$ cat src/rtl/vigna_pkg.sv
// Shared definitions for the vigna instruction prefetcher.
package vigna_pkg;

    typedef enum logic [1:0] {
        ST_IDLE  = 2'd0,
        ST_REQ   = 2'd1,
        ST_DRAIN = 2'd2
    } fetch_state_t;

    localparam logic [31:0] PC_STEP = 32'd4;

    function automatic logic [31:0] align_pc(input logic [31:0] pc);
        return pc & 32'hFFFF_FFFC;
    endfunction

endpackage

$ cat src/rtl/vigna_prefetch_if.sv
// Instruction bus between the prefetcher (master) and memory (slave).
interface vigna_prefetch_if;
    logic        i_valid;
    logic        i_ready;
    logic [31:0] i_addr;
    logic [31:0] i_rdata;
    logic [31:0] i_wdata;
    logic [3:0]  i_wstrb;

    modport master (
        output i_valid, i_addr, i_wdata, i_wstrb,
        input  i_ready, i_rdata
    );

    modport slave (
        input  i_valid, i_addr, i_wdata, i_wstrb,
        output i_ready, i_rdata
    );
endinterface

$ cat src/rtl/vigna_fifo.sv
// Circular prefetch buffer; head entry is read combinationally from storage.
module vigna_fifo #(
    parameter int unsigned WIDTH = 64,
    parameter int unsigned DEPTH = 4
) (
    input  logic                     clk,
    input  logic                     resetn,
    input  logic                     push,
    input  logic [WIDTH-1:0]         push_data,
    input  logic                     pop,
    input  logic                     flush,
    output logic [$clog2(DEPTH):0]   count,
    output logic [WIDTH-1:0]         head
);

    localparam int unsigned AW = $clog2(DEPTH);
    localparam logic [AW:0] FULL_COUNT = (AW + 1)'(DEPTH);

    logic [WIDTH-1:0] mem [DEPTH];
    logic [AW-1:0]    rd_ptr;
    logic [AW-1:0]    wr_ptr;
    logic             do_push;
    logic             do_pop;

    // Popping an empty buffer is a no-op; a push into a full buffer needs a same-cycle pop.
    assign do_pop  = pop && (count != '0);
    assign do_push = push && ((count != FULL_COUNT) || do_pop);
    assign head    = mem[rd_ptr];

    // Pointer and occupancy bookkeeping; flush discards everything.
    always_ff @(posedge clk or negedge resetn) begin
        if (!resetn) begin
            rd_ptr <= '0;
            wr_ptr <= '0;
            count  <= '0;
        end else if (flush) begin
            rd_ptr <= '0;
            wr_ptr <= '0;
            count  <= '0;
        end else begin
            if (do_push) wr_ptr <= wr_ptr + 1'b1;
            if (do_pop)  rd_ptr <= rd_ptr + 1'b1;
            case ({do_push, do_pop})
                2'b10:   count <= count + 1'b1;
                2'b01:   count <= count - 1'b1;
                default: count <= count;
            endcase
        end
    end

    // Data storage, intentionally without reset.
    always_ff @(posedge clk) begin
        if (do_push && !flush) mem[wr_ptr] <= push_data;
    end

endmodule

$ cat src/rtl/vigna_prefetch.sv
// Instruction prefetcher: keeps a small buffer of sequential words ahead of the core.
module vigna_prefetch #(
    parameter logic [31:0] RESET_ADDR = 32'h0000_0000,
    parameter int unsigned DEPTH      = 4
) (
    input  logic                   clk,
    input  logic                   resetn,
    vigna_prefetch_if.master       bus,
    output logic                   f_valid,
    input  logic                   f_ready,
    output logic [31:0]            f_inst,
    output logic [31:0]            f_pc,
    input  logic                   redir_valid,
    input  logic [31:0]            redir_pc,
    output logic [$clog2(DEPTH):0] level
);

    import vigna_pkg::*;

    localparam int unsigned  LW         = $clog2(DEPTH) + 1;
    localparam logic [LW-1:0] FULL_LEVEL = LW'(DEPTH);
    localparam logic [LW-1:0] LAST_SLOT  = LW'(DEPTH - 1);

    fetch_state_t state, state_nxt;
    logic [31:0]  addr_q, addr_nxt;
    logic [31:0]  target_q, target_nxt;
    logic [31:0]  redir_target;
    logic         push;
    logic         pop;
    logic [63:0]  head;

    assign redir_target = align_pc(redir_pc);
    assign pop          = f_valid && f_ready;
    assign f_valid      = (level != '0);
    assign f_pc         = head[63:32];
    assign f_inst       = head[31:0];

    assign bus.i_valid  = (state != ST_IDLE);
    assign bus.i_addr   = addr_q;
    assign bus.i_wdata  = '0;
    assign bus.i_wstrb  = '0;

    vigna_fifo #(
        .WIDTH (64),
        .DEPTH (DEPTH)
    ) u_fifo (
        .clk       (clk),
        .resetn    (resetn),
        .push      (push),
        .push_data ({addr_q, bus.i_rdata}),
        .pop       (pop),
        .flush     (redir_valid),
        .count     (level),
        .head      (head)
    );

    // State, current fetch address and deferred redirect target.
    always_ff @(posedge clk or negedge resetn) begin
        if (!resetn) begin
            state    <= ST_IDLE;
            addr_q   <= RESET_ADDR;
            target_q <= RESET_ADDR;
        end else begin
            state    <= state_nxt;
            addr_q   <= addr_nxt;
            target_q <= target_nxt;
        end
    end

    // Next-state logic; in IDLE addr_q already holds the next sequential fetch address.
    always_comb begin
        state_nxt  = state;
        addr_nxt   = addr_q;
        target_nxt = target_q;
        push       = 1'b0;
        case (state)
            ST_IDLE: begin
                if (redir_valid) begin
                    state_nxt = ST_REQ;
                    addr_nxt  = redir_target;
                end else if (level < FULL_LEVEL) begin
                    state_nxt = ST_REQ;
                end
            end
            ST_REQ: begin
                if (redir_valid) begin
                    if (bus.i_ready) begin
                        state_nxt = ST_REQ;
                        addr_nxt  = redir_target;
                    end else begin
                        state_nxt  = ST_DRAIN;
                        target_nxt = redir_target;
                    end
                end else if (bus.i_ready) begin
                    push      = 1'b1;
                    addr_nxt  = addr_q + PC_STEP;
                    state_nxt = ((level < LAST_SLOT) || pop) ? ST_REQ : ST_IDLE;
                end
            end
            ST_DRAIN: begin
                // The stale response is consumed without writing; the newest redirect wins.
                if (redir_valid) target_nxt = redir_target;
                if (bus.i_ready) begin
                    state_nxt = ST_REQ;
                    addr_nxt  = redir_valid ? redir_target : target_q;
                end
            end
            default: state_nxt = ST_IDLE;
        endcase
    end

endmodule

$ cat src/flat_wrapper.sv
// flat-port wrapper written by rule: the top's interface ports become plain ports
module vigna_prefetch_flat import vigna_pkg::*;
#(
    parameter logic [31:0] RESET_ADDR = 32'h0000_0000,
    parameter int unsigned DEPTH      = 4
)
  (clk, resetn, f_valid, f_ready, f_inst, f_pc, redir_valid, redir_pc, level, bus_i_valid, bus_i_addr, bus_i_wdata, bus_i_wstrb, bus_i_ready, bus_i_rdata);
  vigna_prefetch_if bus_i ();
  input  logic clk;
  input  logic resetn;
  output logic f_valid;
  input  logic f_ready;
  output logic [31:0] f_inst;
  output logic [31:0] f_pc;
  input  logic redir_valid;
  input  logic [31:0] redir_pc;
  output logic [$clog2(DEPTH):0] level;
  output wire logic [$bits(bus_i.i_valid)-1:0] bus_i_valid;
  output wire logic [$bits(bus_i.i_addr)-1:0] bus_i_addr;
  output wire logic [$bits(bus_i.i_wdata)-1:0] bus_i_wdata;
  output wire logic [$bits(bus_i.i_wstrb)-1:0] bus_i_wstrb;
  input wire logic [$bits(bus_i.i_ready)-1:0] bus_i_ready;
  input wire logic [$bits(bus_i.i_rdata)-1:0] bus_i_rdata;
  assign bus_i_valid = bus_i.i_valid;
  assign bus_i_addr = bus_i.i_addr;
  assign bus_i_wdata = bus_i.i_wdata;
  assign bus_i_wstrb = bus_i.i_wstrb;
  assign bus_i.i_ready = bus_i_ready;
  assign bus_i.i_rdata = bus_i_rdata;
  vigna_prefetch #(.RESET_ADDR(RESET_ADDR), .DEPTH(DEPTH)) u_core (.clk(clk), .resetn(resetn), .bus(bus_i), .f_valid(f_valid), .f_ready(f_ready), .f_inst(f_inst), .f_pc(f_pc), .redir_valid(redir_valid), .redir_pc(redir_pc), .level(level));
endmodule
$ cat config.mk
export PLATFORM = sky130hd
export DESIGN_NAME = vigna_prefetch_flat
export DESIGN_NICKNAME = d
export VERILOG_FILES = /design/src/rtl/vigna_pkg.sv /design/src/rtl/vigna_prefetch_if.sv /design/src/rtl/vigna_fifo.sv /design/src/rtl/vigna_prefetch.sv /design/src/flat_wrapper.sv
export SDC_FILE = /design/constraint.sdc
export NUM_CORES = 1
export LEC_CHECK = 0
export ABC_AREA = 1
export CAP_MARGIN = 0
export CORE_MARGIN = 5
export CORE_UTILIZATION = 55
export CTS_CLUSTER_DIAMETER = 50
export DETAILED_ROUTE_END_ITERATION = 7
export HOLD_SLACK_MARGIN = 0.1
export PLACE_DENSITY = 0.8
export SETUP_SLACK_MARGIN = 0.05
export SLEW_MARGIN = 20
export SYNTH_ARGS = -nofsm -noshare
export SYNTH_HDL_FRONTEND = slang
export SYNTH_SLANG_ARGS = --single-unit
$ cat constraint.sdc
create_clock -name clk -period 9.8 [get_ports clk]
set_input_delay 1.96 -clock clk [delete_from_list [all_inputs] [get_ports clk]]
set_output_delay 1.96 -clock clk [all_outputs]
set_load 0.1 [all_outputs]
==> results_dict.tcl <==
set metrics [dict create \
    nFillCells 1925 \
    vias 10400 \
    drive_above_1_share 0.0642 \
    grt_pass1_wl_mm 51.7 \
    outcome "complete, no violations" \
    tightest_slew_ps 1070 \
    post_drt_wl_per_cell_um 18.1 \
    core_area_um2 25900 \
    tns_ps 0 \
    grt_max_degree 91 \
    cts_sinks 329 \
    grt_usage 0.222 \
    clock.fmax_mhz 164 \
    port_buffers 167 \
    syn_area_per_cell_um2 10.7 \
    dp_hpwl_mm 20.2 \
    area_growth_pct 20.2 \
    cts_resized 0 \
    path_cells "clkinv_2 > buf_4 > o21ai_0 > o22ai_1 > clkdlybuf4s50_1" \
    nets 1564 \
    rsz0062_at_grt "false" \
    max-slew-margin-rel 0.287 \
    htreeDepth 2 \
    start_util 0.554 \
    root_buffer "clkbuf_16" \
    drc 0 \
    cpPeakStageDelay_ps 1200 \
    critPathMaxFanout 71 \
    diodes 0 \
    clock_latency_ps 500 \
    slew_viol_final 0 \
    die_area_um2 29400 \
    yosys_register_bits 329 \
    power.leakage_uw 0.00652 \
    worstPathArrival_ps 4130 \
    ys_seq_area_frac 0.662 \
    maxCapViolCount 0 \
    antenna_found_initial 0 \
    syn_inst 1337 \
    synth_warnings 0 \
    timing.final.crit_share 0.622 \
    hold_violations 0 \
    hold_buffers 0 \
    ant_nets 0 \
    setup_violations 0 \
    post-route-util 0.666 \
    ys_types 39 \
    final_cell_mix "edfxtp_1 (256), nand2_1 (239), nor2_1 (190)" \
    cts_tree "done" \
    drt-initial-drc-count 943 \
    postCtsSetupBuffers 0 \
    startpoint_type "flop" \
    synth_area_um2 14400 \
    peakVddDrop_mv 0.321 \
    fp.dieW_um 172 \
    path_delay_family "buffers and inverters" \
    crit_required_ps 7840 \
    final_common_cell "edfxtp_1" \
    die_h_um 172 \
    drt-total-wl_mm 33.4 \
    period_needed_ps 6090 \
    hp-class "flop to flop" \
    via_per_inst 5.64 \
    ios 206 \
    path_clk_slew_ps 60 \
    grt_pass1_vias 9832 \
    critPathKind "flop to output port" \
    critical_path_buf_inv_count 3 \
    cp_slowest_cell "clkdlybuf4s50_1" \
    fin_skew_ps 12.6 \
    grt-ovfl-total 0 \
    end_kind "output port" \
    power_density_nw_per_um2 355 \
    drt_pass1_iterations 5 \
    cts_buffer_depth 3 \
    cts_inserted_buffers 34 \
    gp_congestion 0.857 \
    row_count 59 \
]
[path summary, 6_finish.rpt]
check / start / endpoint / slack (ps) / depth (start not counted)
setup / recovery: u_core.u_fifo.rd_ptr[0] / f_pc[23] / 3710 / 5
hold / removal: u_core.target_q[0] / u_core.target_q[0] / 490 / 2
setup reg to reg: u_core.state[1] / u_core.u_fifo.mem[3][19] / 5700 / 9
hold reg to reg: u_core.target_q[0] / u_core.target_q[0] / 490 / 2
max in group asynchronous: resetn / u_core.state[1] / 7780 / 3
min in group asynchronous: resetn / u_core.u_fifo.count[1] / 1430 / 2
[flip-flops by register name (all words and copies together), names as in the netlist]
signal / count
u_core.u_fifo.count: 3
u_core.u_fifo.mem: 256
u_core.bus.i_addr: 32
u_core.u_fifo.rd_ptr: 2
u_core.target_q: 32
u_core.state: 2
u_core.u_fifo.wr_ptr: 2
[report_power, final]
| group | leakage, uW | total (uW) | internal, uW | switching, uW |
|---|---|---|---|---|
| clock network | 0.000532 | 1250 | 751 | 504 |
| registers | 0.00321 | 2030 | 1780 | 251 |
| logic | 0.00278 | 2850 | 655 | 2190 |
[metrics by stage]
| stage | cells | total power (uW) | hold WS (ps) | setup WS [ps] | cell area [um^2] |
|---|---|---|---|---|---|
| global route | 1845 | 6420 | 497 | 3440 | 17300 |
| floorplan | 1372 | 4190 | 437 | 3930 | 14500 |
| detailed placement | 1783 | 4880 | 458 | 4180 | 16100 |
| finish | 1845 | 6130 | 486 | 3710 | 17300 |
| CTS | 1844 | 6150 | 486 | 3610 | 17200 |
| global placement | 1783 | 4830 | 451 | 4210 | 16100 |
[cells in the mapped netlist, drive strengths merged]
| master | n | share of area |
|---|---|---|
| o31ai | 1 | 0.00052 |
| xor2 | 2 | 0.0012 |
| inv | 83 | 0.022 |
| conb | 1 | 0.00026 |
| a221oi | 8 | 0.0049 |
| o2111ai | 4 | 0.0024 |
| nand3 | 33 | 0.012 |
| a22oi | 4 | 0.0021 |
| or2 | 1 | 0.00044 |
| nand3b | 4 | 0.0021 |
| nor3 | 2 | 0.00070 |
| ha | 9 | 0.0078 |
| o21ai | 169 | 0.059 |
| a31oi | 4 | 0.0022 |
| o22ai | 66 | 0.029 |
| dfrtp | 73 | 0.13 |
| buf | 54 | 0.026 |
| a21oi | 39 | 0.014 |
| edfxtp | 256 | 0.54 |
| mux2 | 9 | 0.0071 |
| clkinv | 1 | 0.00026 |
| clkbuf | 47 | 0.012 |
| nor2 | 204 | 0.057 |
| xnor2 | 1 | 0.00061 |
| nand4 | 3 | 0.0013 |
| a211oi | 13 | 0.0068 |
| o221ai | 1 | 0.00061 |
| fa | 1 | 0.0014 |
| nand2 | 244 | 0.065 |
[cell families after synthesis]
group,synth area share
AO/OA/AOI/OAI,0.121
XOR/XNOR,0.00183
adder cells (fa/ha/maj),0.00923
buffers and inverters,0.0599
flip-flops,0.662
multiplexers,0.00706
other,0.000261
AND/OR/NAND/NOR,0.139
[tightest hold or removal path, stage by stage (launching register included)]
cell	delay [ps]
dfrtp_1	350
nand2_1	60
inv_1	50
[cell type report]
type / instances / area [um^2] / area share
clock inverters: 18 / 165 / 0.00957
clock buffers: 43 / 927 / 0.0537
well taps: 335 / 419 / 0.0243
inverters: 84 / 318 / 0.0184
flip-flops and latches: 329 / 9520 / 0.551
multi-input cells: 858 / 4150 / 0.240
repair buffers: 178 / 1770 / 0.102
[layer usage]
| metal | global-route usage | wire length (um) |
|---|---|---|
| met5 | 0 | 0 |
| met4 | 0.0637 | 730 |
| met1 | 0.301 | 13500 |
| met3 | 0.0416 | 2940 |
| met2 | 0.370 | 16100 |
Note: power is estimated with default switching activity, not from simulation.
